## config.mk

```make
export PLATFORM = sky130hd
export DESIGN_NAME = port_rd_ctl
export DESIGN_NICKNAME = d
export VERILOG_FILES = /design/src/rtl/port_rd_ctl_pkg.sv /design/src/rtl/port_rd_ctl_prio_arbiter.sv /design/src/rtl/port_rd_ctl.sv
export SDC_FILE = /design/constraint.sdc
export NUM_CORES = 1
export LEC_CHECK = 0
export CAP_MARGIN = 10
export CORE_UTILIZATION = 45
export CTS_CLUSTER_SIZE = 16
export DETAILED_ROUTE_END_ITERATION = 8
export HOLD_SLACK_MARGIN = 0.08
export PLACE_DENSITY = 0.91
export SLEW_MARGIN = 20
export SYNTH_ARGS = -nofsm -noshare
export SYNTH_HDL_FRONTEND = slang
export SYNTH_HIERARCHICAL = 1
export SYNTH_SLANG_ARGS = --single-unit
export TNS_END_PERCENT = 50
```

## constraint.sdc

```tcl
create_clock -name clk -period 6.5 [get_ports clk]
set_clock_uncertainty 0.05 [all_clocks]
set_input_delay 0.975 -clock clk [delete_from_list [all_inputs] [get_ports clk]]
set_output_delay 0.975 -clock clk [all_outputs]
set_load 0.02 [all_outputs]
```

## src/rtl/port_rd_ctl_pkg.sv

```systemverilog
// Shared definitions for the per-port read engine: sizes, FSM states,
// WRR credit type and the arbitration helper functions.
package port_rd_ctl_pkg;

    localparam int num_of_priority = 8;
    localparam int address_width   = 12;
    localparam int data_width      = 16;
    localparam int len_width       = 10;
    localparam int credit_width    = $clog2(num_of_priority + 1);

    typedef enum logic {
        IDLE = 1'b0,
        READ = 1'b1
    } state_t;

    typedef logic [credit_width-1:0] credit_t;

    // Queue p earns p+1 grants per WRR round.
    function automatic credit_t wrr_weight(input int p);
        return credit_t'(p + 1);
    endfunction

    function automatic logic [num_of_priority-1:0] highest_onehot(
        input logic [num_of_priority-1:0] req
    );
        logic [num_of_priority-1:0] sel;
        sel = '0;
        for (int p = 0; p < num_of_priority; p++) begin
            if (req[p]) begin
                sel    = '0;
                sel[p] = 1'b1;
            end
        end
        return sel;
    endfunction

endpackage

```

## src/rtl/port_rd_ctl_prio_arbiter.sv

```systemverilog
// Priority queue arbiter: strict priority or weighted round-robin with
// per-queue credits that refill together once every ready queue is spent.
module prio_arbiter
    import port_rd_ctl_pkg::*;
(
    input  logic                       clk,
    input  logic                       rst,
    input  logic [num_of_priority-1:0] q_ready,
    input  logic                       sp0_wrr1,
    input  logic                       arb_en,
    output logic [num_of_priority-1:0] grant
);

    credit_t                    credit [num_of_priority];
    logic [num_of_priority-1:0] eligible;
    logic [num_of_priority-1:0] sp_grant;
    logic [num_of_priority-1:0] wrr_grant;
    logic                       reload;

    always_comb begin
        eligible = '0;
        for (int p = 0; p < num_of_priority; p++) begin
            eligible[p] = q_ready[p] && (credit[p] != '0);
        end
        // All ready queues out of credit: refill, and the refilled values
        // make every ready queue eligible, so plain priority picks the winner.
        reload    = (eligible == '0) && (q_ready != '0);
        sp_grant  = highest_onehot(q_ready);
        wrr_grant = reload ? sp_grant : highest_onehot(eligible);
        grant     = sp0_wrr1 ? wrr_grant : sp_grant;
    end

    // Credits only move on WRR grants; SP grants leave them untouched.
    always_ff @(posedge clk or posedge rst) begin
        if (rst) begin
            for (int p = 0; p < num_of_priority; p++) begin
                credit[p] <= wrr_weight(p);
            end
        end else if (arb_en && sp0_wrr1) begin
            for (int p = 0; p < num_of_priority; p++) begin
                if (reload) begin
                    credit[p] <= wrr_weight(p) - credit_t'(wrr_grant[p]);
                end else if (wrr_grant[p]) begin
                    credit[p] <= credit[p] - credit_t'(1);
                end
            end
        end
    end

endmodule

```

## src/rtl/port_rd_ctl.sv

```systemverilog
// Per-port read engine: grants one priority queue, pops its descriptor and
// streams the packet from SRAM with sop/eop framing aligned to read latency.
module port_rd_ctl
    import port_rd_ctl_pkg::*;
(
    input  logic                                     clk,
    input  logic                                     rst,
    input  logic                                     sp0_wrr1,
    input  logic [num_of_priority-1:0]               q_ready,
    input  logic [num_of_priority*address_width-1:0] desc_addr,
    input  logic [num_of_priority*len_width-1:0]     desc_len,
    output logic [num_of_priority-1:0]               desc_pop,
    output logic                                     sram_rd_en,
    output logic [address_width-1:0]                 sram_rd_addr,
    input  logic [data_width-1:0]                    sram_rdata,
    output logic                                     rd_sop,
    output logic                                     rd_eop,
    output logic                                     rd_vld,
    output logic [data_width-1:0]                    rd_data
);

    state_t                     state;
    state_t                     state_next;
    logic [address_width-1:0]   addr_cnt;
    logic [len_width-1:0]       words_left;
    logic                       first_word;
    logic                       last_word;
    logic                       arb_en;
    logic [num_of_priority-1:0] grant;
    logic [address_width-1:0]   sel_addr;
    logic [len_width-1:0]       sel_len;

    prio_arbiter u_arb (
        .clk      (clk),
        .rst      (rst),
        .q_ready  (q_ready),
        .sp0_wrr1 (sp0_wrr1),
        .arb_en   (arb_en),
        .grant    (grant)
    );

    // rst gates the grant so desc_pop drops the instant reset is asserted.
    always_comb begin
        arb_en   = (state == IDLE) && (q_ready != '0) && !rst;
        sel_addr = '0;
        sel_len  = '0;
        for (int p = 0; p < num_of_priority; p++) begin
            if (grant[p]) begin
                sel_addr = desc_addr[p*address_width +: address_width];
                sel_len  = desc_len[p*len_width +: len_width];
            end
        end
        last_word  = (state == READ) && (words_left == len_width'(1));
        state_next = state;
        case (state)
            IDLE:    if (arb_en) state_next = READ;
            READ:    if (words_left <= len_width'(1)) state_next = IDLE;
            default: state_next = IDLE;
        endcase
        desc_pop     = arb_en ? grant : '0;
        sram_rd_en   = (state == READ);
        sram_rd_addr = addr_cnt;
        rd_data      = rd_vld ? sram_rdata : '0;
    end

    always_ff @(posedge clk or posedge rst) begin
        if (rst) state <= IDLE;
        else     state <= state_next;
    end

    // A zero-length descriptor is read as a single word.
    always_ff @(posedge clk or posedge rst) begin
        if (rst) begin
            addr_cnt   <= '0;
            words_left <= '0;
            first_word <= 1'b0;
        end else if (arb_en) begin
            addr_cnt   <= sel_addr;
            words_left <= (sel_len == '0) ? len_width'(1) : sel_len;
            first_word <= 1'b1;
        end else if (state == READ) begin
            addr_cnt   <= addr_cnt + address_width'(1);
            words_left <= words_left - len_width'(1);
            first_word <= 1'b0;
        end
    end

    // Framing is delayed one cycle to line up with SRAM read data.
    always_ff @(posedge clk or posedge rst) begin
        if (rst) begin
            rd_vld <= 1'b0;
            rd_sop <= 1'b0;
            rd_eop <= 1'b0;
        end else begin
            rd_vld <= sram_rd_en;
            rd_sop <= sram_rd_en && first_word;
            rd_eop <= last_word;
        end
    end

endmodule
```

==> metrics.md <==
| Metric | Value |
|---|---|
| Post-DR wirelength/cell | 21.4 um |
| CP max stage cell | clkdlybuf4s50_1 |
| Min Tclk post-route | 5.60 ns |
| Number of global-route vias before repair | 6135 |
| Post-Synthesis Net Count | 898 |
| I/O pins | 243 |
| Post_cts resized | 0 |
| Initial Util | 46.1% |
| Mapped Cells | 682 |
| Max_cap viols | 0 |
| Core Area | 11400 sq um |
| Crit path max-delay family | simple AND/OR/NAND/NOR gates |
| Share of cells above drive strength 1 | 6.92% |
| Crit path cell chain | clkdlybuf4s50_1 -> or4_1 -> nor3_1 -> nor3b_1 -> a22oi_1 -> o21ai_0 -> and2_1 -> clkdlybuf4s50_1 |
| Initial antenna violation count | 0 |
| Peak Freq | 0.179 GHz |
| Worst setup EP type | primary output |
| Clock buffer count from CTS | 9 |
| Area delta synth->final | 53.9% |
| Fin crit share | 86.1% |
| Setup_tns | 0 ns |
| Width of the chip | 110 um |
| Most common cell after layout, fill and taps aside | clkdlybuf4s50_1 |
| WP buf/inv | 2 |
| Reg2reg end | words_left[0]$_DFFE_PP0P_ |
| Delay of the slowest critical-path stage | 0.69 ns |
| Combinational share of power | 37.2% |
| Slew Viols, Final | 0 |
| Status | finished clean |
| Arr. time, crit path | 4.57 ns |
| Gr busiest metal | met2 |
| CP Class | in2out |
| GP Congestion | 1.01 |
| Int Power | 0.00106 W |
| Post-Syn Area | 5260 sq um |
| Largest net degree at the start of global routing | 37 |
| Final total power | 0.00162 W |
| Clock power share | 29.5% |
| Post-synth ARST share | 100% |
| Hold_buf cts | 0 |
| Ant diodes | 0 |
| First-pass GRT wire length | 33200 um |
| Met2 layer usage reported by global route | 55.1% |
| Met3 Use GR | 12.4% |
| Final hold vios | 0 |
| CTS clock-pin slew for the worst setup and hold paths | 0.05 ns |
| Critical Path Stages | 8 |
| CP Data Required Time | 5.47 ns |
| Sequential-to-total area share from yosys stat | 28.4% |
| RSZ-0062 raised after global routing | false |
| Max-slew headroom | 31.6% |
| Via count | 6876 |
| CTS Sinks | 59 |
| Detail Route Antenna Nets | 0 |
| Main synth FF type | dfrtp_1 |
| Most frequent cells in the layout | clkdlybuf4s50_1 (242), nor2_1 (66), nand2_1 (51) |
| Worst hold path class | reg2reg |
| Worst Setup EP | desc_pop[0] |
| Post-Place Cells | 1037 |
| Final setup violation count | 0 |
| Die H | 110 um |
| Leak Pwr | 3.03 nW |
| Initial drt markers | 889 |
| R2r setup slk | 1.71 ns |
| Yosys reg bits | 59 |
| I/O Buffers | 242 |
| Via density | 6.53 |
| Reg2Reg Depth | 13 |
| CTS Buffer Depth | 2 |
| Placed wire-length estimate | 17300 um |
| Post-synth EDFFs | 0 |
| Psw | 0.000561 W |
| Power per cell area | 200 nW/um^2 |
| Root buffer cell | clkbuf_16 |
| Tot GR Track Use | 36.9% |
| Most frequent CP cell | clkdlybuf4s50_1 |
| DR pass1 iterations | 8 |
| Switching portion of total power | 34.6% |
| Sequential share of power | 33.3% |
| Avg Cell Area, Syn | 7.71 sq um |
| Worst setup SP type | primary input |
| GR met1 Demand/Resource | 47.6% |
| CP Max Fanout | 17 |
| Post-CTS Setup Bufs | 0 |
| TritonCTS clock tree | yes |
| Die area | 12100 sq um |
| Row cnt | 39 |
| Nets | 1121 |
| Clk Latency, worst-skew pair | 0.33 ns |
| Distinct cells, synth | 73 |
| FF-to-FF Start | u_arb/credit[16]$_DFFE_PP0P_ |
| Synth warn | 6 |
| Remaining Overflow, GRT | 0 |
| H-tree levels | 3 |
| CP startpoint | q_ready[7] |
| Final WL | 22600 um |
| Worst VDD drop | 272 uV |
| Fin cells | 1053 |
| Slew @ Worst Pin | 1.02 ns |
| Drc violations | 0 |
[per-stage QoR]
| step | utilization (%) | hold WS [ns] | cell area [sq um] | setup slack, ns |
|---|---|---|---|---|
| 2_1_floorplan | - | 0.393 | 5260 | 2.21 |
| 3_3_place_gp | 68.3 | 0.418 | 7800 | 1.02 |
| 3_5_place_dp | 68.3 | 0.429 | 7800 | 1.04 |
| 4_1_cts | 70.9 | 0.437 | 8090 | 1.05 |
| 5_1_grt | 70.9 | 0.465 | 8090 | 0.778 |
| 6_report | 70.9 | 0.437 | 8090 | 0.902 |
[metal layers]
metal,up-vias,wire length (um),part of all wire (%)
li1,3076,-,-
met4,0,961,4.3
met5,-,0,0
met2,526,10100,45
met1,3193,8580,38
met3,81,2960,13
[cell usage after synthesis, drive strengths merged (3+ instances only)]
cell type / count / area share [%]
a2111oi: 3 / 0.50
a211o: 5 / 0.83
a211oi: 11 / 1.6
a21o: 5 / 0.71
a21oi: 45 / 4.3
a221o: 9 / 1.7
a221oi: 33 / 5.5
a22oi: 4 / 0.57
a2bb2oi: 8 / 1.3
a31oi: 8 / 1.2
a41oi: 3 / 0.50
and2: 28 / 3.3
buf: 15 / 1.7
clkbuf: 30 / 2.1
dfrtp: 46 / 22
dfstp: 13 / 6.5
ha: 13 / 3.1
inv: 40 / 2.9
mux2i: 4 / 0.76
nand2: 51 / 3.6
nand3: 21 / 2.0
nand4: 8 / 0.95
nand4b: 3 / 0.50
nor2: 66 / 4.7
nor2b: 5 / 0.74
nor3: 18 / 1.7
nor3b: 5 / 0.71
nor4: 8 / 0.95
o211ai: 6 / 0.86
o21a: 7 / 1.0
o21ai: 47 / 4.5
o221ai: 6 / 1.0
o22a: 3 / 0.50
o22ai: 25 / 3.0
o311ai: 5 / 0.83
o31ai: 11 / 1.6
o32ai: 3 / 0.50
or3: 15 / 1.8
or3b: 7 / 1.2
or4: 5 / 0.79
[power by group through the flow]
stage / sequential (W) / clock (W) / combinational, W
after floorplan: 0.000554 / 0 / 0.000257
after global placement: 0.000529 / 0 / 0.000576
after detailed placement: 0.000534 / 0 / 0.000584
after CTS: 0.000531 / 0.000482 / 0.000591
after global routing: 0.000545 / 0.000500 / 0.000652
final: 0.000539 / 0.000478 / 0.000603
[worst min-delay path by stage]
stage,start,end,slack [ns],cells after the start
floorplan,words_left[6]$_DFFE_PP0P_,words_left[6]$_DFFE_PP0P_,0.39,1
global placement,first_word$_DFFE_PP0P_,rd_sop$_DFF_PP0_,0.42,1
detailed placement,u_arb/credit[21]$_DFFE_PP1P_,u_arb/credit[21]$_DFFE_PP1P_,0.43,2
CTS,u_arb/credit[21]$_DFFE_PP1P_,u_arb/credit[21]$_DFFE_PP1P_,0.44,2
global route,u_arb/credit[21]$_DFFE_PP1P_,u_arb/credit[21]$_DFFE_PP1P_,0.46,2
finish,u_arb/credit[21]$_DFFE_PP1P_,u_arb/credit[21]$_DFFE_PP1P_,0.44,2
[registers in the layout (all words and copies together), names as in the netlist]
name and cells:
first_word 1, words_left 10, sram_rd_en 1, sram_rd_addr 12, rd_eop 1, rd_sop 1
u_arb/credit 32, rd_vld 1
[logic make-up (layout without fill, tap and decap cells)]
logic type / Yosys count / count (layout) / share of synthesized area (%)
AO/OA/AOI/OAI: 264 / 264 / 35.5
XOR/XNOR: 2 / 2 / 0.333
adder cells (fa/ha/maj): 13 / 13 / 3.09
buffers and inverters: 87 / 315 / 6.88
flip-flops: 59 / 59 / 28.4
multiplexers: 6 / 6 / 1.19
AND/OR/NAND/NOR: 251 / 251 / 24.6
[cell type report]
type	count	area (sq um)
sequential	59	1490
inverter	42	158
multi-input combinational	536	3430
fill	869	3330
tap	143	179
clock buffer	11	243
clock inverter	5	52.6
timing repair buffer	257	2530
[worst min-delay path, cell delays in order, from the launching register on]
cell and delay, ns:
dfstp_2 0.37, o21ai_0 0.06, nand2_1 0.05
(Power assumes the default switching activity.)
